File: config.mk
export PLATFORM = sky130hd
export DESIGN_NAME = sseg_scan_decoder_flat
export DESIGN_NICKNAME = d
export VERILOG_FILES = /design/src/rtl/sseg_scan_decoder_if.sv /design/src/rtl/sseg_scan_decoder.sv /design/src/flat_wrapper.sv
export SDC_FILE = /design/constraint.sdc
export NUM_CORES = 1
export LEC_CHECK = 0
export BUFFER_PORTS_ARGS = -buffer_cell sky130_fd_sc_hd__buf_2
export CAP_MARGIN = 20
export CORE_AREA = 2 2 74 105
export DETAILED_ROUTE_END_ITERATION = 16
export DIE_AREA = 0 0 76 107
export PLACE_DENSITY = 0.68
export SKIP_CTS_REPAIR_TIMING = 1
export SKIP_LAST_GASP = 1
export SYNTH_ARGS = -nofsm -noshare
export SYNTH_HDL_FRONTEND = slang
export SYNTH_SLANG_ARGS = --single-unit
File: constraint.sdc
create_clock -name clk -period 2.5 [get_ports clk]
set_input_delay 0.125 -clock clk [delete_from_list [all_inputs] [get_ports clk]]
set_output_delay 0.125 -clock clk [all_outputs]
set_load 0.01 [all_outputs]
File: src/rtl/sseg_scan_decoder_if.sv
// Display-side bundle: driver lines in, rebuilt frame and flags out.
interface sseg_scan_decoder_if;
  logic [3:0]  an;
  logic [6:0]  seg;
  logic        dp;
  logic [15:0] value;
  logic [3:0]  dp_out;
  logic [3:0]  blank;
  logic [3:0]  invalid;
  logic        frame_valid;
  logic        ghost;

  modport master (
    output an, seg, dp,
    input  value, dp_out, blank, invalid,
    input  frame_valid, ghost
  );

  modport slave (
    input  an, seg, dp,
    output value, dp_out, blank, invalid,
    output frame_valid, ghost
  );
endinterface

File: src/rtl/sseg_scan_decoder.sv
// Rebuilds a 4-digit multiplexed seven-segment display into a
// 16-bit hex value with per-digit dp/blank/invalid flags.
module sseg_scan_decoder #(
  parameter int STABLE_CYCLES = 16
) (
  input  logic clk,
  input  logic reset_n,
  sseg_scan_decoder_if.slave bus
);
  localparam logic [7:0] SAT = 8'(STABLE_CYCLES);
  localparam logic [7:0] HIT = 8'(STABLE_CYCLES - 2);

  logic [11:0] cur;
  logic [11:0] in_q;
  logic [7:0]  cnt;
  logic        same;
  logic        commit;
  logic        commit_q;
  logic [3:0]  q_an;
  logic [6:0]  q_seg;
  logic        q_dp;
  logic [3:0]  low;
  logic        multi;
  logic        single;
  logic [3:0]  nib;
  logic        blk;
  logic        inv;
  logic [3:0]  captured;
  logic [15:0] stg_val;
  logic [3:0]  stg_dp;
  logic [3:0]  stg_blank;
  logic [3:0]  stg_inv;

  assign cur    = {bus.an, bus.seg, bus.dp};
  assign q_an   = in_q[11:8];
  assign q_seg  = in_q[7:1];
  assign q_dp   = in_q[0];
  assign same   = (cur == in_q);
  // Fires once, on the edge that completes the stable window.
  assign commit = same && (cnt == HIT);
  assign low    = ~q_an;
  assign multi  = (low & (low - 4'd1)) != 4'd0;
  assign single = (low != 4'd0) && !multi;

  always_comb begin
    nib = 4'h0;
    blk = 1'b0;
    inv = 1'b0;
    case (q_seg)
      7'h40: nib = 4'h0;
      7'h79: nib = 4'h1;
      7'h24: nib = 4'h2;
      7'h30: nib = 4'h3;
      7'h19: nib = 4'h4;
      7'h12: nib = 4'h5;
      7'h02: nib = 4'h6;
      7'h78: nib = 4'h7;
      7'h00: nib = 4'h8;
      7'h10: nib = 4'h9;
      7'h08: nib = 4'hA;
      7'h03: nib = 4'hB;
      7'h46: nib = 4'hC;
      7'h21: nib = 4'hD;
      7'h06: nib = 4'hE;
      7'h0E: nib = 4'hF;
      7'h7F: blk = 1'b1;
      default: inv = 1'b1;
    endcase
  end

  always_ff @(posedge clk) begin
    if (!reset_n) begin
      in_q            <= '0;
      cnt             <= '0;
      commit_q        <= 1'b0;
      captured        <= '0;
      stg_val         <= '0;
      stg_dp          <= '0;
      stg_blank       <= '0;
      stg_inv         <= '0;
      bus.value       <= '0;
      bus.dp_out      <= '0;
      bus.blank       <= '0;
      bus.invalid     <= '0;
      bus.frame_valid <= 1'b0;
      bus.ghost       <= 1'b0;
    end else begin
      in_q     <= cur;
      commit_q <= commit;
      if (!same)
        cnt <= '0;
      else if (cnt != SAT)
        cnt <= cnt + 8'd1;
      // in_q still holds the committed pattern one edge later
      bus.ghost       <= commit_q && multi;
      bus.frame_valid <= 1'b0;
      if (commit && single) begin
        for (int k = 0; k < 4; k++) begin
          if (!q_an[k]) begin
            stg_val[4*k +: 4] <= nib;
            stg_dp[k]         <= ~q_dp;
            stg_blank[k]      <= blk;
            stg_inv[k]        <= inv;
            captured[k]       <= 1'b1;
          end
        end
      end
      if (captured == 4'hF) begin
        bus.value       <= stg_val;
        bus.dp_out      <= stg_dp;
        bus.blank       <= stg_blank;
        bus.invalid     <= stg_inv;
        bus.frame_valid <= 1'b1;
        captured        <= '0;
      end
    end
  end
endmodule

File: src/flat_wrapper.sv
// flat-port wrapper written by rule: the top's interface ports become plain ports
module sseg_scan_decoder_flat 
#(
  parameter int STABLE_CYCLES = 16
)
  (clk, reset_n, bus_an, bus_seg, bus_dp, bus_value, bus_dp_out, bus_blank, bus_invalid, bus_frame_valid, bus_ghost);
  sseg_scan_decoder_if bus_i ();
  input  logic clk;
  input  logic reset_n;
  input wire logic [$bits(bus_i.an)-1:0] bus_an;
  input wire logic [$bits(bus_i.seg)-1:0] bus_seg;
  input wire logic [$bits(bus_i.dp)-1:0] bus_dp;
  output wire logic [$bits(bus_i.value)-1:0] bus_value;
  output wire logic [$bits(bus_i.dp_out)-1:0] bus_dp_out;
  output wire logic [$bits(bus_i.blank)-1:0] bus_blank;
  output wire logic [$bits(bus_i.invalid)-1:0] bus_invalid;
  output wire logic [$bits(bus_i.frame_valid)-1:0] bus_frame_valid;
  output wire logic [$bits(bus_i.ghost)-1:0] bus_ghost;
  assign bus_i.an = bus_an;
  assign bus_i.seg = bus_seg;
  assign bus_i.dp = bus_dp;
  assign bus_value = bus_i.value;
  assign bus_dp_out = bus_i.dp_out;
  assign bus_blank = bus_i.blank;
  assign bus_invalid = bus_i.invalid;
  assign bus_frame_valid = bus_i.frame_valid;
  assign bus_ghost = bus_i.ghost;
  sseg_scan_decoder #(.STABLE_CYCLES(STABLE_CYCLES)) u_core (.clk(clk), .reset_n(reset_n), .bus(bus_i));
endmodule
==> reports/qor.csv <==
stage,metric,value,unit
global_routing,gr usage total,18.1,%
synthesis,"flops & latches, synth",83,
placement,global placement routability congestion,0.798,
timing,Worst Tran Pin Value,583,ps
worst_setup_path,CP Data Arrival Time,2450,ps
routing,max layer used,met4,
synthesis,post-synthesis simple-gate area fraction,25.6,%
floorplan,Rows,37,
synthesis,Area contributors post-synth,"dfxtp_1 47%, nand2_1 9.6%, mux2i_1 8.3%",
power,Leakage,1.52,nW
timing,Tcrit/Tclk final,86.9,%
synthesis,Synth top area share,47.3,%
global_routing,initial antenna violation count,0,
timing,maximum clock rate,460,MHz
routing,DR vias/cell,5.05,
clocking,CTS Buffer Depth,2,
routing,Total Wirelength,7060,um
floorplan,Die H,107,um
routing,via count,2704,
worst_setup_path,CP required,2780,ps
synthesis,"FFs w/ async S/R, synth",0,%
clocking,insertion delay to the later sink of the worst-skew pair,360,ps
synthesis,compound-cell area share of the yosys netlist,9.57,%
routing,M1 WL,3210,um
timing,tightest hold margin,1.25,ps
synthesis,largest family of logic cells by synthesized area,simple AND/OR/NAND/NOR gates,
clocking,# clock sinks,83,
global_routing,global-route wire length before repair,11700,um
power,Power Dens Cells,592,nW/um2
synthesis,syn nets,401,
worst_setup_path,CP max FO,15,
routing,detailed-router iteration count before antenna repair,4,
floorplan,Initial Util,49.0,%
clocking,H-tree lvl count,3,
floorplan,Placeable Area,7180,um2
global_routing,vias in the first global route,2523,
timing,max-slew violations,0,
timing,Final Hold Viols,0,
global_routing,largest net degree at the start of global routing,37,
worst_setup_path,crit start category,flip-flop,
routing,Routed WL per cell,13.2,um
floorplan,Die Wd,76,um
synthesis,Post-Synthesis Cells,384,
worst_setup_path,Crit. Startpoint,u_core.in_q[5]$_SDFF_PN0_,
timing,Setup-failing EPs final,0,
synthesis,Synth Area in XOR/XNOR,4.73,%
routing,met2 wire len,3460,um
timing,post-layout min period,2170,ps
timing,RSZ-0062 raised after global routing,no,
routing,DR DRC count,0,
synthesis,ys flop type,dfxtp_1,
synthesis,"Seq/Total Area, Yosys",47.3,%
layout,Nets,450,
timing,setup TNS,0,ps
placement,Setup WS pre-CTS,345,ps
layout,Ant. Diodes,0,
routing,Antenna Nets Post-Route,0,
worst_setup_path,worst setup path class,flip-flop to flip-flop,
clocking,Root Driver,clkbuf_8,
placement,HPWL Detailed,4880,um
timing,worst rel slew slack,61.1,%
placement,I/O Buffers,43,
worst_setup_path,Worst setup EP type,flip-flop,
clocking,clock-pin slew on the worst setup and hold paths,80,ps
clocking,CTS tree,built,
synthesis,post-synth design cell area,3520,um2
flow_run,max-cap violations,0,
clocking,total CTS buffers,9,
timing,final worst slack,328,ps
worst_setup_path,FF-to-FF Start,u_core.in_q[5]$_SDFF_PN0_,
timing,Fin Clk Skew,8.17,ps
synthesis,mux contribution to synthesized area,8.26,%
global_routing,GRT Residual Overflow,0,
floorplan,die area,8130,um2
synthesis,Synth area leader,dfxtp_1,
floorplan,Ports,44,
routing,routed wl met3,261,um
power,Peak supply drop,0.332,mV
synthesis,"EDFF count, synth",0,
worst_hold_path,worst hold start,bus_seg[2],
synthesis,"Avg Cell Area, Syn",9.16,um2
synthesis,Synth warnings,0,
synthesis,post-synthesis adder-cell area fraction,1.35,%
layout,"Area growth, synth to finish",16.9,%
outcome,status,completed,
synthesis,Netlist cell types,47,
worst_hold_path,Hold Crit Class,primary input to flip-flop,
routing,1st-iter DRT viols,142,
layout,share of layout cells above drive strength 1,18.7,%
==> sequential cells by signal, summed over array words and instances (netlist names) <==
signal,cells
u_core.bus.blank,4
u_core.cnt,8
u_core.bus.ghost,1
u_core.bus.invalid,4
u_core.bus.frame_valid,1
u_core.in_q,12
u_core.stg_blank,4
u_core.captured,4
u_core.stg_dp,4
u_core.stg_inv,4
u_core.commit_q,1
u_core.bus.value,16
u_core.stg_val,16
u_core.bus.dp_out,4
==> worst max-delay path, cell delays in order, from the launching register on <==
cell and delay, ps:
dfxtp_1 630, xor2_1 190, nor4_4 380, nand3_4 180, nor4_4 280, buf_4 230, mux2i_1 210
==> synthesized netlist by cell type (3+ instances only) <==
master	instances
nor4_4	7
inv_1	6
nand4_1	4
nand3_1	6
a21oi_1	30
o21a_1	4
buf_1	3
mux2i_1	29
nor2_1	16
dfxtp_1	83
o21ai_0	5
and2_1	12
ha_1	3
xnor2_1	3
clkbuf_1	16
nand2_1	90
and3_1	6
nand2b_1	3
nor3_1	9
buf_2	4
xor2_1	16
==> power breakdown <==
part           total [mW]  internal (mW)  leakage [nW]  switching [mW]
logic               0.141         0.0592         0.757          0.0816
registers            1.36           1.33         0.672          0.0255
clock network       0.936          0.448        0.0952           0.489
total                2.43           1.84          1.52           0.596
==> metrics by stage <==
stage / total power [mW] / util, % / cells / area (um2)
floorplan: 1.48 / - / 384 / 3520
global placement: 1.52 / 53.6 / 512 / 3840
detailed placement: 1.52 / 53.6 / 512 / 3840
CTS: 2.45 / 56.3 / 528 / 4040
global route: 2.54 / 57.3 / 535 / 4110
finish: 2.43 / 57.3 / 535 / 4110
==> cell type report <==
type / instances / area, um2
fill: 662 / 3060
timing repair buffer: 61 / 368
multi-input combinational: 272 / 1740
tap: 97 / 121
clock inverter: 4 / 32.5
inverter: 6 / 22.5
clock buffer: 12 / 165
sequential: 83 / 1660
==> worst paths after layout <==
kind | to | slack, ps | depth (start not counted)
worst max register to register | u_core.stg_val[0]$_SDFFE_PN0P_ | 330 | 6
worst min register to register | u_core.bus.value[12]$_SDFFE_PN0P_ | 450 | 2
worst max-delay path | u_core.stg_val[0]$_SDFFE_PN0P_ | 330 | 6
worst min-delay path | u_core.in_q[3]$_SDFF_PN0_ | 1 | 2
==> kinds of logic (layout without fill, tap and decap cells) <==
| family | Yosys count | in the layout |
|---|---|---|
| AOI/OAI and AO/OA | 54 | 54 |
| buffers and inverters | 29 | 83 |
| DFF | 83 | 83 |
| and+or+nand+nor | 166 | 166 |
| muxes | 29 | 29 |
| xor gates and xnor gates | 19 | 19 |
| adders and majority gates | 4 | 4 |
==> per-layer routing <==
metal  vias to the layer above  track usage, %
li1                       1397               -
met1                      1238            21.4
met2                        56            30.4
met3                        13            3.20
met4                         0            11.0
met5                         -               0
==> cell usage in the layout, fill, tap and decap left out, types with 3 or more instances in the layout <==
cell type	instances
nand2_1	90
dfxtp_1	83
buf_2	43
a21oi_1	30
mux2i_1	29
xor2_1	16
nor2_1	16
and2_1	12
clkbuf_8	12
buf_4	11
nor3_1	9
nor4_4	7
dlygate4sd3_1	7
inv_1	6
and3_1	6
nand3_1	6
o21ai_0	5
nand4_1	4
o21a_1	4
nand2b_1	3
xnor2_1	3
ha_1	3
(Power assumes the default switching activity.)
